[src/rtl/fp_compare_pipe.sv]
// Pipelined sign-magnitude floating-point comparator (EQ/LT/LE/GT/GE/NE), latency STAGES (1..3).
// Define FPCMP_MINMAX_EN to add the pipelined minNum/maxNum outputs out_min/out_max.
module fp_compare_pipe #(
    parameter int unsigned WE     = 11,
    parameter int unsigned WF     = 15,
    parameter int unsigned STAGES = 2,
    localparam int unsigned W     = WE + WF + 3
) (
    input  logic         clk,
    input  logic         rst,
    input  logic         in_valid,
    input  logic [2:0]   in_op,
    input  logic [W-1:0] inA,
    input  logic [W-1:0] inB,
    output logic         out_valid,
    output logic         out_result,
    output logic         out_unordered
`ifdef FPCMP_MINMAX_EN
    ,
    output logic [W-1:0] out_min,
    output logic [W-1:0] out_max
`endif
);

    localparam int unsigned HW = WE + 2;
    localparam int unsigned DW = 9;

    localparam logic [2:0] OP_EQ = 3'd0;
    localparam logic [2:0] OP_LT = 3'd1;
    localparam logic [2:0] OP_LE = 3'd2;
    localparam logic [2:0] OP_GT = 3'd3;
    localparam logic [2:0] OP_GE = 3'd4;
    localparam logic [2:0] OP_NE = 3'd5;

    // Operand decode: magnitude key split into {exc, exp} and frac, payload masked for zero/inf
    logic [1:0]    exc_a, exc_b;
    logic [HW-1:0] hi_a, hi_b;
    logic [WF-1:0] lo_a, lo_b;
    logic          s0_hi_eq, s0_hi_lt, s0_lo_eq, s0_lo_lt;
    logic [DW-1:0] s0_dec;

    assign exc_a = inA[W-1:W-2];
    assign exc_b = inB[W-1:W-2];
    assign hi_a  = {exc_a, exc_a[0] ? inA[WE+WF-1:WF] : WE'(0)};
    assign hi_b  = {exc_b, exc_b[0] ? inB[WE+WF-1:WF] : WE'(0)};
    assign lo_a  = exc_a[0] ? inA[WF-1:0] : WF'(0);
    assign lo_b  = exc_b[0] ? inB[WF-1:0] : WF'(0);

    assign s0_hi_eq = (hi_a == hi_b);
    assign s0_hi_lt = (hi_a <  hi_b);
    assign s0_lo_eq = (lo_a == lo_b);
    assign s0_lo_lt = (lo_a <  lo_b);

    // {op, nan_a, nan_b, zero_a, zero_b, sign_a, sign_b}
    assign s0_dec = {in_op, &exc_a, &exc_b, (exc_a == 2'b00), (exc_b == 2'b00),
                     inA[W-3], inB[W-3]};

    // Inputs to the result-forming stage
    logic          f_valid;
    logic [DW-1:0] f_dec;
    logic          f_mag_eq, f_mag_lt;
`ifdef FPCMP_MINMAX_EN
    logic [W-1:0]  f_a, f_b;
`endif

    if (STAGES == 1) begin : g_st1
        assign f_valid  = in_valid;
        assign f_dec    = s0_dec;
        assign f_mag_eq = s0_hi_eq & s0_lo_eq;
        assign f_mag_lt = s0_hi_lt | (s0_hi_eq & s0_lo_lt);
`ifdef FPCMP_MINMAX_EN
        assign f_a = inA;
        assign f_b = inB;
`endif
    end else if (STAGES == 2) begin : g_st2
        logic          p1_valid_q;
        logic [DW-1:0] p1_dec_q;
        logic          p1_mag_eq_q, p1_mag_lt_q;
`ifdef FPCMP_MINMAX_EN
        logic [W-1:0]  p1_a_q, p1_b_q;
`endif

        always_ff @(posedge clk or posedge rst) begin
            if (rst) p1_valid_q <= 1'b0;
            else     p1_valid_q <= in_valid;
        end

        always_ff @(posedge clk) begin
            p1_dec_q    <= s0_dec;
            p1_mag_eq_q <= s0_hi_eq & s0_lo_eq;
            p1_mag_lt_q <= s0_hi_lt | (s0_hi_eq & s0_lo_lt);
`ifdef FPCMP_MINMAX_EN
            p1_a_q      <= inA;
            p1_b_q      <= inB;
`endif
        end

        assign f_valid  = p1_valid_q;
        assign f_dec    = p1_dec_q;
        assign f_mag_eq = p1_mag_eq_q;
        assign f_mag_lt = p1_mag_lt_q;
`ifdef FPCMP_MINMAX_EN
        assign f_a = p1_a_q;
        assign f_b = p1_b_q;
`endif
    end else begin : g_st3
        logic          p1_valid_q, p2_valid_q;
        logic [DW-1:0] p1_dec_q, p2_dec_q;
        logic          p1_hi_eq_q, p1_hi_lt_q, p1_lo_eq_q, p1_lo_lt_q;
        logic          p2_mag_eq_q, p2_mag_lt_q;
`ifdef FPCMP_MINMAX_EN
        logic [W-1:0]  p1_a_q, p1_b_q, p2_a_q, p2_b_q;
`endif

        always_ff @(posedge clk or posedge rst) begin
            if (rst) begin
                p1_valid_q <= 1'b0;
                p2_valid_q <= 1'b0;
            end else begin
                p1_valid_q <= in_valid;
                p2_valid_q <= p1_valid_q;
            end
        end

        // Halves registered separately in stage 1, merged into one magnitude compare in stage 2
        always_ff @(posedge clk) begin
            p1_dec_q    <= s0_dec;
            p1_hi_eq_q  <= s0_hi_eq;
            p1_hi_lt_q  <= s0_hi_lt;
            p1_lo_eq_q  <= s0_lo_eq;
            p1_lo_lt_q  <= s0_lo_lt;
            p2_dec_q    <= p1_dec_q;
            p2_mag_eq_q <= p1_hi_eq_q & p1_lo_eq_q;
            p2_mag_lt_q <= p1_hi_lt_q | (p1_hi_eq_q & p1_lo_lt_q);
`ifdef FPCMP_MINMAX_EN
            p1_a_q      <= inA;
            p1_b_q      <= inB;
            p2_a_q      <= p1_a_q;
            p2_b_q      <= p1_b_q;
`endif
        end

        assign f_valid  = p2_valid_q;
        assign f_dec    = p2_dec_q;
        assign f_mag_eq = p2_mag_eq_q;
        assign f_mag_lt = p2_mag_lt_q;
`ifdef FPCMP_MINMAX_EN
        assign f_a = p2_a_q;
        assign f_b = p2_b_q;
`endif
    end

    logic [2:0] f_op;
    logic       f_nan_a, f_nan_b, f_zero_a, f_zero_b, f_sign_a, f_sign_b;
    logic       f_unord, f_eq, f_lt, f_res;

    assign f_op     = f_dec[8:6];
    assign f_nan_a  = f_dec[5];
    assign f_nan_b  = f_dec[4];
    assign f_zero_a = f_dec[3];
    assign f_zero_b = f_dec[2];
    assign f_sign_a = f_dec[1];
    assign f_sign_b = f_dec[0];

    // Ordered relation from signs and magnitude; zero key is minimal so only +-0 vs +-0 needs care
    always_comb begin
        f_unord = f_nan_a | f_nan_b;
        f_eq    = 1'b0;
        f_lt    = 1'b0;
        f_res   = 1'b0;
        if (f_zero_a && f_zero_b) begin
            f_eq = 1'b1;
        end else if (f_sign_a != f_sign_b) begin
            f_lt = f_sign_a;
        end else if (!f_sign_a) begin
            f_eq = f_mag_eq;
            f_lt = f_mag_lt;
        end else begin
            f_eq = f_mag_eq;
            f_lt = !f_mag_lt && !f_mag_eq;
        end
        if (f_unord) begin
            f_res = (f_op == OP_NE);
        end else begin
            case (f_op)
                OP_EQ:   f_res = f_eq;
                OP_LT:   f_res = f_lt;
                OP_LE:   f_res = f_lt | f_eq;
                OP_GT:   f_res = !f_lt && !f_eq;
                OP_GE:   f_res = !f_lt;
                OP_NE:   f_res = !f_eq;
                default: f_res = 1'b0;
            endcase
        end
    end

`ifdef FPCMP_MINMAX_EN
    logic [W-1:0] f_min, f_max;

    always_comb begin
        f_min = f_a;
        f_max = f_a;
        if (f_nan_a && f_nan_b) begin
            f_min = {2'b11, (W-2)'(0)};
            f_max = {2'b11, (W-2)'(0)};
        end else if (f_nan_a) begin
            f_min = f_b;
            f_max = f_b;
        end else if (f_nan_b) begin
            f_min = f_a;
            f_max = f_a;
        end else if (f_zero_a && f_zero_b) begin
            f_min = f_sign_a ? f_a : f_b;
            f_max = f_sign_a ? f_b : f_a;
        end else begin
            f_min = (f_lt || f_eq) ? f_a : f_b;
            f_max = f_lt ? f_b : f_a;
        end
    end
`endif

    logic         valid_q, result_q, unord_q;
`ifdef FPCMP_MINMAX_EN
    logic [W-1:0] min_q, max_q;
`endif

    // Result registers hold their value across bubbles
    always_ff @(posedge clk or posedge rst) begin
        if (rst) begin
            valid_q  <= 1'b0;
            result_q <= 1'b0;
            unord_q  <= 1'b0;
`ifdef FPCMP_MINMAX_EN
            min_q    <= '0;
            max_q    <= '0;
`endif
        end else begin
            valid_q <= f_valid;
            if (f_valid) begin
                result_q <= f_res;
                unord_q  <= f_unord;
`ifdef FPCMP_MINMAX_EN
                min_q    <= f_min;
                max_q    <= f_max;
`endif
            end
        end
    end

    assign out_valid     = valid_q;
    assign out_result    = result_q;
    assign out_unordered = unord_q;
`ifdef FPCMP_MINMAX_EN
    assign out_min       = min_q;
    assign out_max       = max_q;
`endif

endmodule

[config.mk]
export PLATFORM = sky130hd
export DESIGN_NAME = fp_compare_pipe
export DESIGN_NICKNAME = d
export VERILOG_FILES = /design/src/rtl/fp_compare_pipe.sv
export SDC_FILE = /design/constraint.sdc
export NUM_CORES = 1
export LEC_CHECK = 0
export CORE_MARGIN = 4
export CORE_UTILIZATION = 44
export DETAILED_ROUTE_END_ITERATION = 10
export GPL_TIMING_DRIVEN = 0
export PLACE_DENSITY = 0.94
export REMOVE_ABC_BUFFERS = 1
export SLEW_MARGIN = 5
export SYNTH_ARGS = -nofsm -noshare
export SYNTH_HDL_FRONTEND = slang
export SYNTH_SLANG_ARGS = --single-unit
[constraint.sdc]
create_clock -name clk -period 2.7 [get_ports clk]
set_input_delay 0.27 -clock clk [delete_from_list [all_inputs] [get_ports clk]]
set_output_delay 0.27 -clock clk [all_outputs]
set_load 0.01 [all_outputs]
# ---- Word level (Yosys, flattened, before mapping)
# Index checks and enable logic that the tools add are counted.
dict set report word_totals {
  romBits 0
  inputBits 64
  latch_bits 0
  out_inout_bits 3
  ram_bits 0
  mem_count 0
  reg_bits 15
  wordCells 45
}
dict set report op_classes {
  n_mul 0
  n_mux 11
  div 0
  shift 0
  n_eq_ne 8
  reduce_logical 12
  bitwise 5
  magnitude_cmp 2
  addsub 0
}
# op n
set op_table {}
lappend op_table {{$mux 15} 2}
lappend op_table {{$mux 11} 2}
lappend op_table {{$eq 15x15->1} 1}
lappend op_table {{$lt 15x15->1} 1}
lappend op_table {{$eq 13x13->1} 1}
lappend op_table {{$lt 13x13->1} 1}
lappend op_table {{$eq 3x2->1 const B} 2}
lappend op_table {{$eq 3x3->1 const B} 2}
lappend op_table {{$mux 1} 6}
lappend op_table {{$pmux 1 s6} 1}
lappend op_table {{$logic_not 1->1} 4}
lappend op_table {{$logic_not 2->1} 2}
lappend op_table {{$reduce_and 2->1} 2}
lappend op_table {{$eq 3x1->1 const B} 1}
lappend op_table {{$logic_and 1x1->1} 3}
lappend op_table {{$logic_not 3->1} 1}
lappend op_table {{$or 1x1->1} 3}
lappend op_table {{$and 1x1->1} 2}
lappend op_table {{$ne 1x1->1} 1}

# ---- Logic depth before layout (Yosys ltp)
# Gate-level depths: netlist of the first run.
dict set report logic_depth {
  ltp_word 9
  ltp_mapped 9
  ltp_nobuf 7
}

# ---- Least setup slack after synthesis of the first run
# OpenSTA, ideal clock, no wires.
dict set report synth_timing {
  kind {input-to-reg}
  from {in inB[27]}
  to {reg g_st2.p1_mag_lt_q (netlist: f_mag_lt)}
  t_arrival_ps 2072
  setup_slack_ps 560
  required_time_ps 2631
  n_path_buf 2
  setup_time_ps 69
  cell_stages 9
  path_cell_list {clkbuf_1 > clkbuf_1 > nand2_1 > ha_1 > nand4_1 > or4_4 > a211oi_2 > nand2_1 > o21ai_1}
}
dict set report synth_between {
  elab_chain_len 4
  word_cells_on_any_way 7
  classes_between {2 x order compare; 1 x eq/ne; 2 x mux; 2 x bitwise}
}
# item line
set synth_rtl {}
lappend synth_rtl {{start, declared} 14} ;# input logic [W-1:0] inB,
lappend synth_rtl {{$mux 15 or $mux 11 (tied branches)} {47, 45}}
lappend synth_rtl {{$lt 15x15->1 or $eq 13x13->1 (tied branches)} {52, 49}}
lappend synth_rtl {{$and 1x1->1} 91} ;# p1_mag_lt_q <= s0_hi_lt | (s0_hi_eq & s0_lo_lt);
lappend synth_rtl {{$or 1x1->1 *} 91}
lappend synth_rtl {{end signal, assigned} 91}
lappend synth_rtl {{end, declared} 78} ;# logic p1_mag_eq_q, p1_mag_lt_q;
# Every way passes the cells marked *; elsewhere a longest branch is shown, timed or not.
# A chain may end at the register's enable or synchronous reset.

# ---- Worst setup path after layout of the first run
dict set report layout_timing {
  from {in inA[27]}
  to {reg g_st2.p1_mag_eq_q (netlist: f_mag_eq)}
}
dict set report layout_between {
  elab_chain_len 3
  word_cells_on_any_way 5
  classes_between {2 x eq/ne; 2 x mux; 1 x bitwise}
}
# item line
set layout_rtl {}
lappend layout_rtl {{start, declared} 13} ;# input logic [W-1:0] inA,
lappend layout_rtl {{$mux 15 or $mux 11 (tied branches)} {46, 44}}
lappend layout_rtl {{$eq 15x15->1 or $eq 13x13->1 (tied branches)} {51, 49}}
lappend layout_rtl {{$and 1x1->1 *} 90} ;# p1_mag_eq_q <= s0_hi_eq & s0_lo_eq;
lappend layout_rtl {{end signal, assigned} 90}
lappend layout_rtl {{end, declared} 78}
# Marked as above.

==> results of run 1 <==
## critical path: stages
cell	delay, ns
clkdlybuf4s50_1	0.79
and2_1	0.32
ha_1	0.32
nand4_1	0.10
or4_4	0.53
nor4_1	0.31
## stage by stage
stage	setup TNS [ns]	instances	utilization [%]	setup slack (ns)	hold slack, ns
after floorplan	0	168	-	1.029	0.03608
after global placement	-0.3943	278	68.76	-0.2068	0.4343
after detailed placement	-0.4723	278	68.76	-0.2462	0.4397
after CTS	0	282	69.63	0.05061	0.1660
after global routing	0	282	69.71	0.01414	0.1741
final	0	282	69.71	0.2428	0.1666
## timing repair
item                                    CTS  global route
resized for setup                         0             1
endpoints found under the setup margin    0             2
hold endpoints to repair                  0             0
## synth_stat cells, types with 2 or more instances
master | instances | share of area, %
a211oi_1 | 4 | 2.2
a21o_1 | 2 | 1.1
a21oi_1 | 6 | 2.2
and2_1 | 27 | 12
clkbuf_1 | 5 | 1.4
dfrtp_1 | 4 | 7.2
dfxtp_1 | 11 | 16
ha_1 | 28 | 25
inv_1 | 7 | 1.9
mux2i_1 | 2 | 1.4
nand2_1 | 35 | 9.5
nand2b_1 | 2 | 0.90
nand4_1 | 6 | 2.7
nor2_1 | 7 | 1.9
o211ai_1 | 4 | 2.2
o21a_1 | 2 | 1.1
o21ai_0 | 6 | 2.2
## metal layers
layer / track usage, % / share of wire, % / up-vias
li1: - / - / 741
met1: 18.49 / 41 / 626
met2: 29.03 / 50 / 52
met3: 3.339 / 8.2 / 5
met4: 5.805 / 1.2 / 0
met5: 0 / 0 / -
## cell families (layout without fill, tap and decap cells)
kind of cell,Yosys count,in the layout
compound gates,32,32
xor+xnor,1,1
fa+ha+maj,28,28
buf+inv,12,77
flops,15,15
mux,2,2
simple gates,83,83
## sequential cells by signal, indices dropped and copies added, names as in the netlist
name and cells:
out_valid 1, f_mag_lt 1, out_unordered 1, out_result 1, f_valid 1, f_mag_eq 1, f_dec 9
## worst paths after layout
path | from | to | cells after the start
min in group clk | in_valid | f_valid$_DFF_PP0_ | 1
worst min-delay path | rst | out_result$_DFFE_PP0P_ | 2
worst max register to register | f_mag_eq$_DFF_P_ | out_result$_DFFE_PP0P_ | 5
worst max-delay path | inA[27] | f_mag_eq$_DFF_P_ | 6
worst min register to register | f_valid$_DFF_PP0_ | out_valid$_DFF_PP0_ | 0
max in group asynchronous | rst | out_valid$_DFF_PP0_ | 2
## power by group through the flow
stage	logic, mW	registers [mW]	clock network (mW)
after global placement	0.249	0.249	0
after global routing	0.285	0.247	0.137
after CTS	0.259	0.245	0.125
after floorplan	0.119	0.250	0
final	0.256	0.245	0.123
after detailed placement	0.257	0.249	0
## cell type report
class                           count  area (um2)
Multi-Input combinational cell    146        1020
Fill cell                         250       917.1
Timing Repair Buffer               66       663.1
Sequential cell                    15       320.3
Tap cell                           44       55.05
Clock buffer                        4       26.28
Inverter                            7       26.28
==> impl_metrics.json, run 1 <==
{
  "final-max-slew-violation-count": 0,
  "dieArea_um2": 4109,
  "die_h_um": 64.11,
  "finalHoldViolCount": 0,
  "ir_drop_mv": 0.1374,
  "startpoint_type": "primary input",
  "htree_levels": 1,
  "run_status": "complete, no violations",
  "place.detailed.hpwl_mm": 2.844,
  "r2r_slack_ns": 1.31,
  "vias": 1424,
  "fin_skew_ns": 0.002794,
  "async_reset_ff_share_pct": 26.67,
  "rows": 20,
  "die_w_um": 64.11,
  "intPower_mw": 0.4511,
  "cts_root_buffer": "clkbuf_4",
  "setup_violations": 0,
  "cts_sinks": 15,
  "final_area_um2": 2111,
  "start_util_pct": 45.74,
  "drcViolationCount": 0,
  "powerDensity_nw_per_um2": 295.3,
  "final_common_cell": "clkdlybuf4s50_1",
  "area_growth_pct": 52.39,
  "ioPinCount": 67,
  "arrival_ns": 2.64,
  "synth_area_um2": 1385,
  "synthAdderAreaFrac_pct": 25.29,
  "synth.area.mux_share_pct": 1.445,
  "vias_per_cell": 5.050,
  "insertion_delay_ns": 0.28,
  "p_switching_mw": 0.1722,
  "sw_frac_of_total_pct": 27.63,
  "seqPwrFrac_pct": 39.2,
  "required_ns": 2.88,
  "yosysWarningCount": 0,
  "slew_headroom_pct": 40.19,
  "grt_usage_pct": 16.07,
  "tightest_slew_ns": 0.8957,
  "drtIter0Drc": 59,
  "clk_pin_slew_ns": 0.08,
  "hold_class": "in2async",
  "tritoncts": "built",
  "first_pass_iters": 6,
  "core-area_um2": 3028,
  "placed_cell_area_um2": 2082,
  "synthCells": 173,
  "wl_per_cell_um": 11.67,
  "rsz0062_at_grt": "false",
  "maxCapViolations": 0,
  "io_buffers": 66,
  "post-route-period-util_pct": 91.01,
  "path_max_fanout": 29,
  "hold_buffers": 0,
  "ys_seq_elements": 15,
  "synth_compound_area_share_pct": 15.90,
  "synth_top_family_by_area": "simple AND/OR/NAND/NOR gates",
  "drive_above_1_share_pct": 2.101,
  "grt_max_degree": 30,
  "wl_mm": 3.291,
  "gp_congestion": 0.7693,
  "synth_edf_count": 0,
  "antenna_cells": 0,
  "antenna_found_initial": 0,
  "ant_nets": 0,
  "crit_path_end_kind": "flop",
  "numCtsBuffers": 3,
  "grt_overflow": 0,
  "grt_pass1_wl_mm": 5.437,
  "synth_cell_types": 32,
  "synth_seq_area_share_pct": 23.13,
  "yosys.area_share.simple_pct": 30.35,
  "final_nets": 331,
  "criticalPathCategory": "in2reg",
  "synth_top_flop_cell": "dfxtp_1",
  "pwr-share-comb_pct": 41.0,
  "synth-xor-area-share_pct": 0.6323,
  "clockBufferDepth": 2,
  "grt_pass1_vias": 1347,
  "post-cts-setup-buffers": 0,
  "power_mw": 0.6233,
  "syn_area_per_cell_um2": 8.006,
  "cellLeakagePower_nw": 0.9210,
  "clkPwrFrac_pct": 19.8,
  "timing.final.crit_period_ns": 2.457,
  "final_cell_mix": "clkdlybuf4s50_1 (65), nand2_1 (35), ha_1 (28)",
  "max_freq_mhz": 407.0
}
No activity file was read; power rests on OpenSTA's default activity.
==> run 2, diff against run 1 <==
CORE_UTILIZATION = 37   (was 44)
CTS_BUF_LIST = sky130_fd_sc_hd__clkbuf_8 sky130_fd_sc_hd__clkbuf_16   (was default)
PLACE_DENSITY = 0.85   (was 0.94)
clock period = 2.15 ns   (was 2.7 ns; I/O delays follow)
==> run 2 against run 1 <==
- clock-buffer cell count is 1 lower
- combinational power rose by 24%
- sequential share of layout area is 0.063 points lower
- via count increased by 0.63%
- non-clock buffer count unchanged
- clock power up 79%
- final area grew 0.42%
- clock skew fell by 0.0019 ns
- total power grew 36%
- routed wire length is 2.0% higher
- critical endpoint is now f_mag_lt$_DFF_P_
==> impl_metrics.json, run 2 (synthesized netlist as in run 1, its figures left out) <==
{
  "run_status": "complete, no violations",
  "tritoncts": "built",
  "ir_drop_mv": 0.1364,
  "clockBufferDepth": 2,
  "tightest_slew_ns": 0.4773,
  "cts_sinks": 15,
  "largest_reg_flops": 9,
  "crit_path_end_kind": "flop",
  "antenna_found_initial": 0,
  "tns_ns": 0,
  "rr_startpoint": "f_dec[1]$_DFF_P_",
  "rsz0062_at_grt": "false",
  "maxCapViolations": 0,
  "final-max-slew-violation-count": 0,
  "final_nets": 331,
  "numCtsBuffers": 3,
  "grt_pass1_vias": 1434,
  "setup_violations": 0,
  "powerDensity_nw_per_um2": 398.7,
  "r2r_slack_ns": 0.83,
  "wl_met3_um": 231,
  "final_cell_mix": "clkdlybuf4s50_1 (64), nand2_1 (35), ha_1 (28)",
  "wl_met1_mm": 1.449,
  "vias": 1433,
  "drcViolationCount": 0,
  "vias_per_cell": 5.046,
  "wl_mm": 3.357,
  "die_w_um": 69.19,
  "clk_pin_slew_ns": 0.06,
  "core-area_um2": 3468,
  "place.detailed.hpwl_mm": 2.853,
  "dr_wl_met2_mm": 1.648,
  "rows": 21,
  "max_freq_mhz": 526.6,
  "fill_cells": 332,
  "die_h_um": 69.19,
  "io_buffers": 66,
  "criticalPathCategory": "in2reg",
  "startpoint_type": "primary input",
  "finalHoldViolCount": 0,
  "hold_class": "in2async",
  "grt_pass1_wl_mm": 5.802,
  "arrival_ns": 2.07,
  "final_common_cell": "clkdlybuf4s50_1",
  "cts_root_buffer": "clkbuf_8",
  "top_layer_used": "met4",
  "fin_skew_ns": 0.0009360,
  "drtIter0Drc": 24,
  "post-cts-setup-buffers": 0,
  "cellLeakagePower_nw": 0.9238,
  "first_pass_iters": 4,
  "area_growth_pct": 53.03,
  "antenna_cells": 0,
  "ioPinCount": 67,
  "slew_headroom_pct": 68.18,
  "grt_max_degree": 30,
  "r2r_cells": 5,
  "wl_per_cell_um": 11.82,
  "insertion_delay_ns": 0.25,
  "fin_hold_ws_ns": 0.1490,
  "grt_overflow": 0,
  "drive_above_1_share_pct": 2.941,
  "ant_nets": 0,
  "post-route-period-util_pct": 88.32,
  "gp_congestion": 0.8131,
  "dieArea_um2": 4787,
  "rr_endpoint": "out_result$_DFFE_PP0P_",
  "timing.final.crit_period_ns": 1.899,
  "required_ns": 2.32,
  "path_max_fanout": 3,
  "grt_usage_pct": 14.17,
  "htree_levels": 1,
  "start_util_pct": 39.94
}
-- run 2: per-layer routing --
| layer | vias up | track usage [%] |
|---|---|---|
| met5 | - | 0 |
| met2 | 42 | 26.38 |
| met4 | 0 | 3.254 |
| met1 | 643 | 15.98 |
| met3 | 3 | 3.623 |
| li1 | 745 | - |
-- run 2: metrics by stage --
stage                     area (um2)  setup WS, ns  total power [mW]  instances  utilization [%]
after floorplan                 1366        0.5338            0.4642        168                -
after global placement          2085       -0.7101            0.6277        280            60.10
after detailed placement        2085       -0.7594            0.6358        280            60.10
after CTS                       2132        0.1002            0.8574        284            61.47
after global routing            2120       0.06604            0.9014        284            61.11
final                           2120        0.2511            0.8450        284            61.11
-- run 2: critical path, cell delays in order --
cell and delay (ns):
clkdlybuf4s50_1 0.40, and2_1 0.16, ha_1 0.30, nand4_1 0.10, or4_4 0.53, a211oi_2 0.15
nand2_1 0.08, o21ai_1 0.14
-- run 2: cell type report --
type                            count  area [um2]  area share (%)
Clock buffer                        3       41.29           1.948
Tap cell                           46       57.56           2.715
Clock inverter                      1       3.754          0.1771
Multi-Input combinational cell    146        1020           48.11
Timing Repair Buffer               66       650.6           30.70
Sequential cell                    15       320.3           15.11
Inverter                            7       26.28           1.240
-- run 2: worst max-delay path by stage --
stage	from	end	slack [ns]	cells past startpoint
after global placement	inB[27]	f_mag_eq$_DFF_P_	-0.71	6
after detailed placement	inB[27]	f_mag_lt$_DFF_P_	-0.76	8
after floorplan	inA[25]	f_mag_lt$_DFF_P_	0.53	7
after CTS	inB[27]	f_mag_lt$_DFF_P_	0.10	8
final	inA[25]	f_mag_lt$_DFF_P_	0.25	8
after global routing	inB[27]	f_mag_lt$_DFF_P_	0.07	8
-- run 2: repair_timing --
action	CTS	global route
hold endpoints to repair	0	0
hold buffers	0	0
endpoints found under the setup margin	2	2
resized for setup	6	4
-- run 2: power by group --
part,internal (mW),switching (mW),total (mW)
clock network,0.126,0.0935,0.220
registers,0.298,0.0101,0.308
logic,0.195,0.123,0.317
==> run 3, diff against run 2 <==
CORE_MARGIN = 5   (was 4)
GPL_TIMING_DRIVEN = default   (was 0)
SKIP_LAST_GASP = 1   (was default)
==> run 3 against run 2 <==
- via count grew 1.6%
- combinational power grew 8.5%
- utilization is essentially flat
- final area grew 4.8%
- hold slack gained 0.0068 ns
- clock skew grew 0.0064 ns
- sequential cell count is the same
- critical path depth grew 1
- setup slack lost 0.10 ns
- sequential share of layout area shrank 0.69 points
- critical path type unchanged
==> impl_metrics.json, run 3 (synthesized netlist as in run 1, its figures left out) <==
{
  "powerDensity_nw_per_um2": 394.7,
  "antenna_found_initial": 0,
  "cpPeakStageDelay_ns": 0.53,
  "place.detailed.hpwl_mm": 3.106,
  "run_status": "complete, no violations",
  "die_w_um": 71.19,
  "cts_sinks": 15,
  "final_cell_mix": "clkdlybuf4s50_1 (66), nand2_1 (35), ha_1 (28)",
  "grt_usage_pct": 14.73,
  "final_common_cell": "clkdlybuf4s50_1",
  "drcViolationCount": 0,
  "tns_ns": 0,
  "post-route-period-util_pct": 93.16,
  "fin_skew_ns": 0.007322,
  "power_mw": 0.8766,
  "grt_max_degree": 17,
  "sw_frac_of_total_pct": 26.89,
  "grt_pass1_wl_mm": 6.147,
  "seqPwrFrac_pct": 35.2,
  "wl_per_cell_um": 12.15,
  "drive_above_1_share_pct": 6.452,
  "tritoncts": "built",
  "timing.final.crit_period_ns": 2.003,
  "dp_cells": 292,
  "rr_endpoint": "out_result$_DFFE_PP0P_",
  "wl_mm": 3.596,
  "arrival_ns": 2.19,
  "gp_congestion": 0.8418,
  "postCtsResizedCells": 0,
  "area_growth_pct": 60.34,
  "start_util_pct": 38.12,
  "p_switching_mw": 0.2357,
  "clk_pin_slew_ns": 0.06,
  "grt_pass1_vias": 1484,
  "antenna_cells": 0,
  "ir_drop_mv": 0.1506,
  "final_util_pct": 61.12,
  "setup_violations": 0,
  "final_cells": 296,
  "r2r_cells": 5,
  "vias": 1456,
  "final_nets": 341,
  "hold_class": "in2async",
  "cellLeakagePower_nw": 0.9741,
  "maxCapViolations": 0,
  "startpoint_type": "primary input",
  "pwr-share-comb_pct": 39.2,
  "dieArea_um2": 5067,
  "vias_per_cell": 4.919,
  "post-cts-setup-buffers": 0,
  "final-max-slew-violation-count": 0,
  "htree_levels": 1,
  "numCtsBuffers": 3,
  "clockBufferDepth": 2,
  "largest_reg_flops": 9,
  "crit_path_end_kind": "flop",
  "clkPwrFrac_pct": 25.6,
  "criticalPathCategory": "in2reg",
  "finalHoldViolCount": 0,
  "core-area_um2": 3633,
  "io_buffers": 66,
  "path_max_fanout": 12,
  "r2r_slack_ns": 0.80,
  "fin_hold_ws_ns": 0.1558,
  "first_pass_iters": 4,
  "rsz0062_at_grt": "false",
  "grt_overflow": 0,
  "intPower_mw": 0.6409,
  "rows": 22,
  "slew_headroom_pct": 78.58,
  "max_freq_mhz": 499.2,
  "required_ns": 2.34,
  "tightest_slew_ns": 0.3172,
  "ioPinCount": 67,
  "die_h_um": 71.19,
  "path_cells": "clkdlybuf4s50_1 > buf_4 > and2_1 > ha_1 > nand4_1 > or4_4 > a211oi_2 > nand2_1 > o21ai_1",
  "rr_startpoint": "f_mag_eq$_DFF_P_",
  "insertion_delay_ns": 0.25,
  "hold_buffers": 0,
  "ant_nets": 0,
  "drtIter0Drc": 36,
  "crit_slowest_cell": "or4_4",
  "cts_root_buffer": "clkbuf_8"
}
[run 3: cell count changes in the layout (fill, tap and decap cells not counted), sizes merged]
| cell | before | now |
|---|---|---|
| buf | 2 | 10 |
| clkdlybuf4s50 | 64 | 66 |
| clkinv | 0 | 1 |
| inv | 8 | 7 |
[run 3: final cells by class]
type	instances	area, um2
inverters	7	26.28
repair buffers	76	748.2
clock inverters	1	5.005
well taps	48	60.06
multi-input cells	146	1020
clock buffers	3	41.29
flip-flops and latches	15	320.3
fillers	331	1413
[run 3: worst max-delay path by stage]
stage | start | endpoint | depth (start not counted)
final | inA[27] | f_mag_lt$_DFF_P_ | 9
after CTS | inB[27] | f_mag_lt$_DFF_P_ | 9
after global routing | inB[27] | f_mag_lt$_DFF_P_ | 10
after floorplan | inA[25] | f_mag_lt$_DFF_P_ | 7
after global placement | inA[27] | f_mag_eq$_DFF_P_ | 7
after detailed placement | inB[27] | f_mag_lt$_DFF_P_ | 9
[run 3: worst max-delay path, delay by kind of cell]
| family | cells | cell delay, ns |
|---|---|---|
| adders and majority gates | 1 | 0.30 |
| buffers and inverters | 2 | 0.57 |
| AOI/OAI and AO/OA | 2 | 0.25 |
| and+or+nand+nor | 4 | 0.86 |
[run 3: through the flow]
stage | cell area [um2] | setup WS (ns)
after floorplan | 1366 | 0.5338
after global placement | 2175 | -0.09665
after detailed placement | 2175 | -0.1338
after CTS | 2221 | 0.1322
after global routing | 2221 | 0.03851
final | 2221 | 0.1470
[run 3: power by group through the flow]
| stage | clock, mW | combinational [mW] | sequential (mW) |
|---|---|---|---|
| floorplan | 0 | 0.150 | 0.314 |
| global placement | 0 | 0.337 | 0.313 |
| detailed placement | 0 | 0.346 | 0.313 |
| CTS | 0.230 | 0.349 | 0.309 |
| global route | 0.239 | 0.387 | 0.310 |
| finish | 0.224 | 0.344 | 0.309 |
[run 3: layer usage]
metal	vias to the layer above	wire length, um	part of all wire, %	GRT usage [%]
li1	760	-	-	-
met1	656	1471	41	17.05
met2	37	1852	52	27.24
met3	3	233	6.5	2.983
met4	0	38	1.1	3.758
met5	-	0	0	0
